File: src/rtl/elevator_scan_ctrl.sv
// elevator_scan_ctrl: N-floor SCAN elevator controller with multi-cycle travel, timed door and emergency halt/resume.
module elevator_scan_ctrl #(
    parameter int NUM_FLOORS  = 8,
    parameter int FLOOR_W     = $clog2(NUM_FLOORS),
    parameter int TRAVEL_TIME = 4,
    parameter int DOOR_TIME   = 8
) (
    input  logic                  clk,
    input  logic                  rst,
    input  logic [NUM_FLOORS-1:0] req,
    input  logic                  door_hold,
    input  logic                  estop,
    output logic [FLOOR_W-1:0]    current_floor,
    output logic                  dir_up,
    output logic [NUM_FLOORS-1:0] pending,
    output logic                  move_up,
    output logic                  move_down,
    output logic                  door_open,
    output logic                  arrived
);
    localparam int TW = TRAVEL_TIME > 1 ? $clog2(TRAVEL_TIME) : 1;
    localparam int DW = $clog2(DOOR_TIME);

    typedef enum logic [2:0] {IDLE, MOVE, ARRIVE, DOOR, HALT} state_t;

    state_t                state, state_nx;
    logic [TW-1:0]         travel_cnt, travel_nx;
    logic [DW-1:0]         door_cnt, door_nx;
    logic [FLOOR_W-1:0]    floor_nx;
    logic                  dir_nx, halted_in_move, halted_nx;
    logic                  above, below;
    logic [NUM_FLOORS-1:0] clr;

    always_comb begin
        above = 1'b0;
        below = 1'b0;
        for (int i = 0; i < NUM_FLOORS; i++) begin
            if (i > int'(current_floor)) above = above | pending[i];
            if (i < int'(current_floor)) below = below | pending[i];
        end
    end

    always_comb begin
        state_nx  = state;
        travel_nx = travel_cnt;
        door_nx   = door_cnt;
        floor_nx  = current_floor;
        dir_nx    = dir_up;
        halted_nx = halted_in_move;
        if (estop) begin
            state_nx = HALT;
            if (state != HALT) halted_nx = (state == MOVE);
        end else begin
            case (state)
                IDLE, ARRIVE: begin
                    if (pending[current_floor]) begin
                        state_nx = DOOR;
                        door_nx  = '0;
                    end else if (above || below) begin
                        // keep heading while work lies ahead, otherwise turn around
                        state_nx = MOVE;
                        dir_nx   = dir_up ? above : ~below;
                    end else if (state == IDLE && door_hold) begin
                        state_nx = DOOR;
                        door_nx  = '0;
                    end else begin
                        state_nx = IDLE;
                    end
                end
                MOVE: begin
                    if (travel_cnt == TW'(TRAVEL_TIME - 1)) begin
                        floor_nx  = dir_up ? current_floor + FLOOR_W'(1) : current_floor - FLOOR_W'(1);
                        travel_nx = '0;
                        state_nx  = ARRIVE;
                    end else begin
                        travel_nx = travel_cnt + TW'(1);
                    end
                end
                DOOR: begin
                    if (door_hold || req[current_floor]) door_nx = '0;
                    else if (door_cnt == DW'(DOOR_TIME - 1)) state_nx = IDLE;
                    else door_nx = door_cnt + DW'(1);
                end
                HALT:    state_nx = halted_in_move ? MOVE : IDLE;
                default: state_nx = IDLE;
            endcase
        end
    end

    assign clr = (state_nx == DOOR) ? NUM_FLOORS'(1) << current_floor : '0;

    always_ff @(posedge clk) begin
        if (rst) begin
            state          <= IDLE;
            current_floor  <= '0;
            dir_up         <= 1'b1;
            pending        <= '0;
            travel_cnt     <= '0;
            door_cnt       <= '0;
            halted_in_move <= 1'b0;
        end else begin
            state          <= state_nx;
            current_floor  <= floor_nx;
            dir_up         <= dir_nx;
            pending        <= (pending | req) & ~clr;
            travel_cnt     <= travel_nx;
            door_cnt       <= door_nx;
            halted_in_move <= halted_nx;
        end
    end

    assign move_up   = (state == MOVE) && dir_up;
    assign move_down = (state == MOVE) && !dir_up;
    assign door_open = (state == DOOR);
    assign arrived   = (state == ARRIVE);
endmodule

File: config.mk
export PLATFORM = sky130hd
export DESIGN_NAME = elevator_scan_ctrl
export DESIGN_NICKNAME = d
export VERILOG_FILES = /design/src/rtl/elevator_scan_ctrl.sv
export SDC_FILE = /design/constraint.sdc
export NUM_CORES = 1
export LEC_CHECK = 0
export BUFFER_PORTS_ARGS = -buffer_cell sky130_fd_sc_hd__buf_2
export CAP_MARGIN = 30
export CORE_MARGIN = 1
export CORE_UTILIZATION = 47
export DETAILED_ROUTE_END_ITERATION = 7
export HOLD_SLACK_MARGIN = 0.08
export PLACE_DENSITY = 0.73
export SKIP_CTS_REPAIR_TIMING = 1
export SYNTH_ARGS = -nofsm -noshare
export SYNTH_HDL_FRONTEND = slang
export SYNTH_SLANG_ARGS = --single-unit
File: constraint.sdc
create_clock -name clk -period 2.1 [get_ports clk]
set_input_delay 0.63 -clock clk [delete_from_list [all_inputs] [get_ports clk]]
set_output_delay 0.63 -clock clk [all_outputs]
set_load 0.1 [all_outputs]
# After elaboration in Yosys (flattened, before gate mapping)
# Cells that the tools add are included.
[classes]
bitwise_logic = 18
n_reduce_logical = 14
add_sub_neg = 4
eq_ne = 11
order_cmp = 15
shifts = 1
mux = 37
[ops]
columns = ["op", "n"]
rows = [
  ["3-bit 2-to-1 mux", 10],
  ["1-bit 2-to-1 mux", 18],
  ["3-bit > comparator (first input constant)", 4],
  ["3-bit inequality test (second input constant)", 4],
  ["1-bit OR", 12],
  ["3-bit one-hot mux with 4 select lines", 1],
  ["3-bit by 2-bit == test with 1-bit output (second input constant)", 3],
  ["3-bit less-than comparator (first input constant)", 3],
  ["8-bit bitwise AND", 1],
  ["2-bit 2-to-1 mux", 4],
  ["8-bit 2-to-1 mux", 1],
  ["8-bit inverter", 1],
  ["8-bit OR", 1],
  ["1-bit by 3-bit left shift with 8-bit output (first input constant)", 1],
  ["3-bit by 1-bit adder with 3-bit output (second input constant)", 2],
  ["1-bit binary-select mux with 3-bit select", 2],
  ["3-bit == test (second input constant)", 2],
  ["2-bit by 3-bit > comparator with 1-bit output (first input constant)", 2],
  ["1-bit by 3-bit less-than comparator with 1-bit output (first input constant)", 2],
  ["2-bit by 3-bit less-than comparator with 1-bit output (first input constant)", 2],
  ["3-bit one-hot mux with 2 select lines", 1],
  ["5-bit AND reduction", 1],
  ["3-bit by 4-bit less-than comparator with 1-bit output (second input constant)", 1],
  ["2-bit AND reduction", 2],
  ["other kinds (14)", 19],
]
[word_totals]
output_inout_bits = 16
regBits = 21
in_bits = 12

# Logic depth before layout (Yosys ltp)
[depth]
depth_word = 23
mapped_depth = 11

# Least setup slack after synthesis
# No wires, ideal clock.
[synth_timing]
path_type = "reg-to-output"
from = "register dir_up"
to = "output port move_down"
n_path_buf = 0
stages_incl_launch_ff = 2
t_arrival_ns = 2.905
slack_ns = -1.435
path_cell_list = "dfxtp_1 nor3_1"
[synth_between]
elab_chain_len = 2
[synth_lines]
columns = ["element", "line_no", "source"]
rows = [
  ["from (decl)", "14", "output logic dir_up,"],
  ["from (signal assigned)", "104", "dir_up <= dir_nx;"],
  ["1-bit logical NOT", "113", "assign move_down = (state == MOVE) && !dir_up;"],
  ["1-bit logical AND", "113", ""],
  ["to (decl)", "17", "output logic move_down,"],
]
# Every way passes these cells.

# Worst setup path after layout
[layout_timing]
from = "register current_floor[0]"
to = "register pending[0]"
[layout_between]
elab_chain_len = 23
elab_cells_between_ends = 56
[layout_lines]
columns = ["element", "line_no", "source"]
rows = [
  ["from (decl)", "13", "output logic [FLOOR_W-1:0] current_floor,"],
  ["from (signal assigned)", "103", "current_floor <= floor_nx;"],
  ["1-bit by 3-bit > comparator with 1-bit output / 1-bit by 3-bit less-than comparator with 1-bit output (equally long branches)", "38, 39", ""],
  ["1-bit 2-to-1 mux (on tied branches)", "38, 39", ""],
  ["1-bit OR (on tied branches)", "38, 39", ""],
  ["1-bit 2-to-1 mux (on tied branches)", "38, 39", ""],
  ["1-bit OR (on tied branches)", "38, 39", ""],
  ["1-bit 2-to-1 mux (on tied branches)", "38, 39", ""],
  ["1-bit OR (on tied branches)", "38, 39", ""],
  ["1-bit 2-to-1 mux (on tied branches)", "38, 39", ""],
  ["(+7 left out)", "--", ""],
  ["2-bit 2-to-1 mux", "59", "end else if (above || below) begin"],
  ["2-bit 2-to-1 mux", "56", "if (pending[current_floor]) begin"],
  ["3-bit one-hot mux with 4 select lines", "54", "case (state)"],
  ["3-bit 2-to-1 mux", "50", "if (estop) begin"],
  ["3-bit by 2-bit == test with 1-bit output", "90", "assign clr = (state_nx == DOOR) ? NUM_FLOORS'(1) << current_floor : '0;"],
  ["8-bit 2-to-1 mux (*)", "90", ""],
  ["8-bit inverter (*)", "105", "pending <= (pending | req) & ~clr;"],
  ["8-bit bitwise AND (*)", "105", ""],
  ["to (signal assigned)", "105", ""],
  ["to (decl)", "15", "output logic [NUM_FLOORS-1:0] pending,"],
]
# Mark *: on every way between the ends. The rest lies on a longest branch, timed or not. The select of a mux whose other input is x is not followed.
# A chain may end at the register's enable or synchronous reset.

==> impl_metrics.yaml <==
outcome:
  outcome: "finished with violations"
  violations: "negative setup slack"
power_and_ir_drop:
  power_frac_clock: 0.223
  seq_power_share: 0.463
  p_comb_frac: 0.314
  leakage_nw: 0.8711
  p_sw_uw: 343.7
  p_total_uw: 928.7
  p_per_area_mw_per_mm2: 446.6
  ir_worst_vdd_mv: 0.4302
  p_sw_frac: 0.3701
  p_int_uw: 584.9
placed_design:
  pre_cts_slack_ns: -0.4754
  dp_hpwl_um: 3059
  place_area_mm2: 0.001941
  gp_congestion: 0.9200
  io_buffer_count: 27
setup_path:
  crit_type: "flop to flop"
  end_kind: "flop"
  path_max_fanout: 11
  rr_worst_depth: 9
  critPathLaunchType: "flop"
  reg2reg_slack_ns: -0.32
  required_ns: 2.32
  rr_endpoint: "pending[0]"
  crit_arrival_ns: 2.64
  r2r-start: "current_floor[0]"
yosys:
  synth_seq_cells: 21
  synth_edf_count: 0
  syn_inst: 161
  synthFlopType: "dfxtp_1"
  synth_area_mm2: 0.001370
  avgSynthCellArea_um2: 8.510
  yosysWarnings: 0
  yosysSeqAreaShare: 0.3068
  syn-num-nets: 183
  yosysUniqueCellTypes: 41
  asyncSetResetFlopFracSynth: 0
detailed_routing:
  wl_per_cell_um: 17.35
  firstDrtPassIters: 5
  drt_iter0_markers: 66
  drc_errors: 0
  drt_wl_total_um: 4460
  ant_nets: 0
  vias_per_cell: 6.089
  detailroute.via_count: 1565
clock_tree:
  cts_made_buffers: 3
  worstSkewPairLatency_ns: 0.31
  clock-sinks: 21
  clk_pin_slew_ns: 0.13
  cts_tree: "built"
  clockRootBuffer: "clkbuf_4"
  clockBufferDepth: 2
  htreeDepth: 1
cells_and_area:
  n_antenna_cell: 0
  num-nets-final: 249
  fill_cells: 196
  stdcell_area_mm2: 0.002079
  area.growth.synth_to_final_pct: 51.78
  drive_above_1_share: 0.5133
hold_path:
  hp-class: "flop to flop"
  hold_end: "door_cnt[1]"
  hold_path_depth: 2
  min-delay-start: "door_cnt[1]"
sta:
  maxSlewHeadroom: 0.6755
  fmax_mhz: 413.6
  hold_ws_ns: 0.4935
  setup_viol: 12
  fin_ws_ns: -0.3176
  finalCritPeriodShare: 1.151
  report.final.slew_viol_count: 0
  finClkSkew_ns: 0.001746
  hold_viol_final: 0
  min_period_ns: 2.418
  rsz0062_at_grt: "true"
  fin_tns_setup_ns: -2.753
  tightest_slew_ns: 0.4868
floorplan:
  rows: 19
  die_w_um: 55.99
  start_util: 0.4968
  die_y_um: 55.99
  die_area_mm2: 0.003135
  io_pins: 28
  core-area_mm2: 0.002758
global_route:
  antenna_found_initial: 0
  grt_pass1_wl_um: 6575
  grt_pass1_vias: 1512
  grt_max_degree: 23
  grt.total_usage: 0.2670
  gr-total-overflow: 0
run:
  drv_cap: 0
registers in the layout (all words and copies together), names as in the netlist:
name,cells
pending,8
current_floor,3
door_cnt,3
state,3
travel_cnt,2
dir_up,1
halted_in_move,1
worst max path at each step:
stage	end	slack, ns	cells past startpoint	from
final	pending[0]	-0.32	9	current_floor[0]
after global routing	pending[0]	-0.41	9	current_floor[0]
after CTS	pending[5]	-0.51	7	current_floor[0]
after detailed placement	pending[5]	-0.48	7	current_floor[0]
after global placement	pending[0]	-0.41	7	current_floor[0]
after floorplan	pending[1]	-0.22	9	current_floor[0]
cells in the final DEF (no fill, tap or decap), drive strengths merged, types with 2 or more instances in the layout:
cell / n
o22ai: 2
a211oi: 6
inv: 7
mux2: 2
and3: 2
ha: 10
nor3: 7
nand2b: 6
nor2b: 2
a21oi: 10
nor2: 22
clkbuf: 3
a32oi: 2
nor3b: 2
a311oi: 7
dfxtp: 21
buf: 70
o31ai: 2
mux2i: 10
nand2: 12
o21ai: 6
power groups by stage:
stage / Combinational [mW] / Clock (mW) / Sequential, mW
floorplan: 0.0958 / 0 / 0.518
global placement: 0.256 / 0 / 0.436
detailed placement: 0.261 / 0 / 0.437
CTS: 0.262 / 0.212 / 0.428
global route: 0.305 / 0.226 / 0.432
finish: 0.291 / 0.207 / 0.430
layout make-up:
class                   count  area, um2  area share
clock buffers               3      22.52     0.01083
multi-input cells         124      989.7      0.4759
inverters                   7      33.78     0.01625
well taps                  31      38.79     0.01865
flip-flops and latches     21      442.9      0.2130
repair buffers             70      546.8      0.2629
clock inverters             1      5.005    0.002407
cell usage after synthesis (3+ instances only):
master / number / area share
nand2_1: 12 / 0.033
nor3_1: 7 / 0.026
a211oi_2: 3 / 0.027
ha_1: 10 / 0.091
nand2b_1: 6 / 0.027
o21ai_0: 6 / 0.022
mux2i_1: 10 / 0.073
nor2_1: 22 / 0.060
a21oi_1: 10 / 0.037
inv_1: 7 / 0.019
a311oi_1: 6 / 0.038
buf_2: 3 / 0.011
dfxtp_1: 21 / 0.31
a211oi_1: 3 / 0.016
metrics by stage:
stage               std cells    util
floorplan                 161       -
detailed placement        250  0.7037
CTS                       254  0.7137
global placement          250  0.7037
finish                    257  0.7541
global route              257  0.7541
cell families (layout without fill, tap and decap cells):
logic type / count (synthesis) / in the layout / synth area share
AOI/OAI and AO/OA: 43 / 43 / 0.2347
and+or+nand+nor: 57 / 57 / 0.1991
buffers and inverters: 16 / 81 / 0.06301
xor gates and xnor gates: 2 / 2 / 0.01279
muxes: 12 / 12 / 0.09224
adders and majority gates: 10 / 10 / 0.09132
DFF: 21 / 21 / 0.3068
routing by layer:
metal / vias up / track usage / wire (um)
li1: 715 / - / -
met1: 735 / 0.3227 / 1725
met2: 87 / 0.4677 / 2227
met3: 28 / 0.03488 / 275
met4: 0 / 0.1220 / 231
met5: - / 0 / 0
critical path, stage by stage, from the launching register on:
cell and delay, ns:
dfxtp_4 0.42, buf_6 0.14, mux2_4 0.31, a211oi_2 0.21, o221ai_2 0.15, o21a_1 0.26, a311oi_4 0.35, a211oi_4 0.09
buf_12 0.16, a311oi_2 0.24
Note: power is estimated with default switching activity, not from simulation.
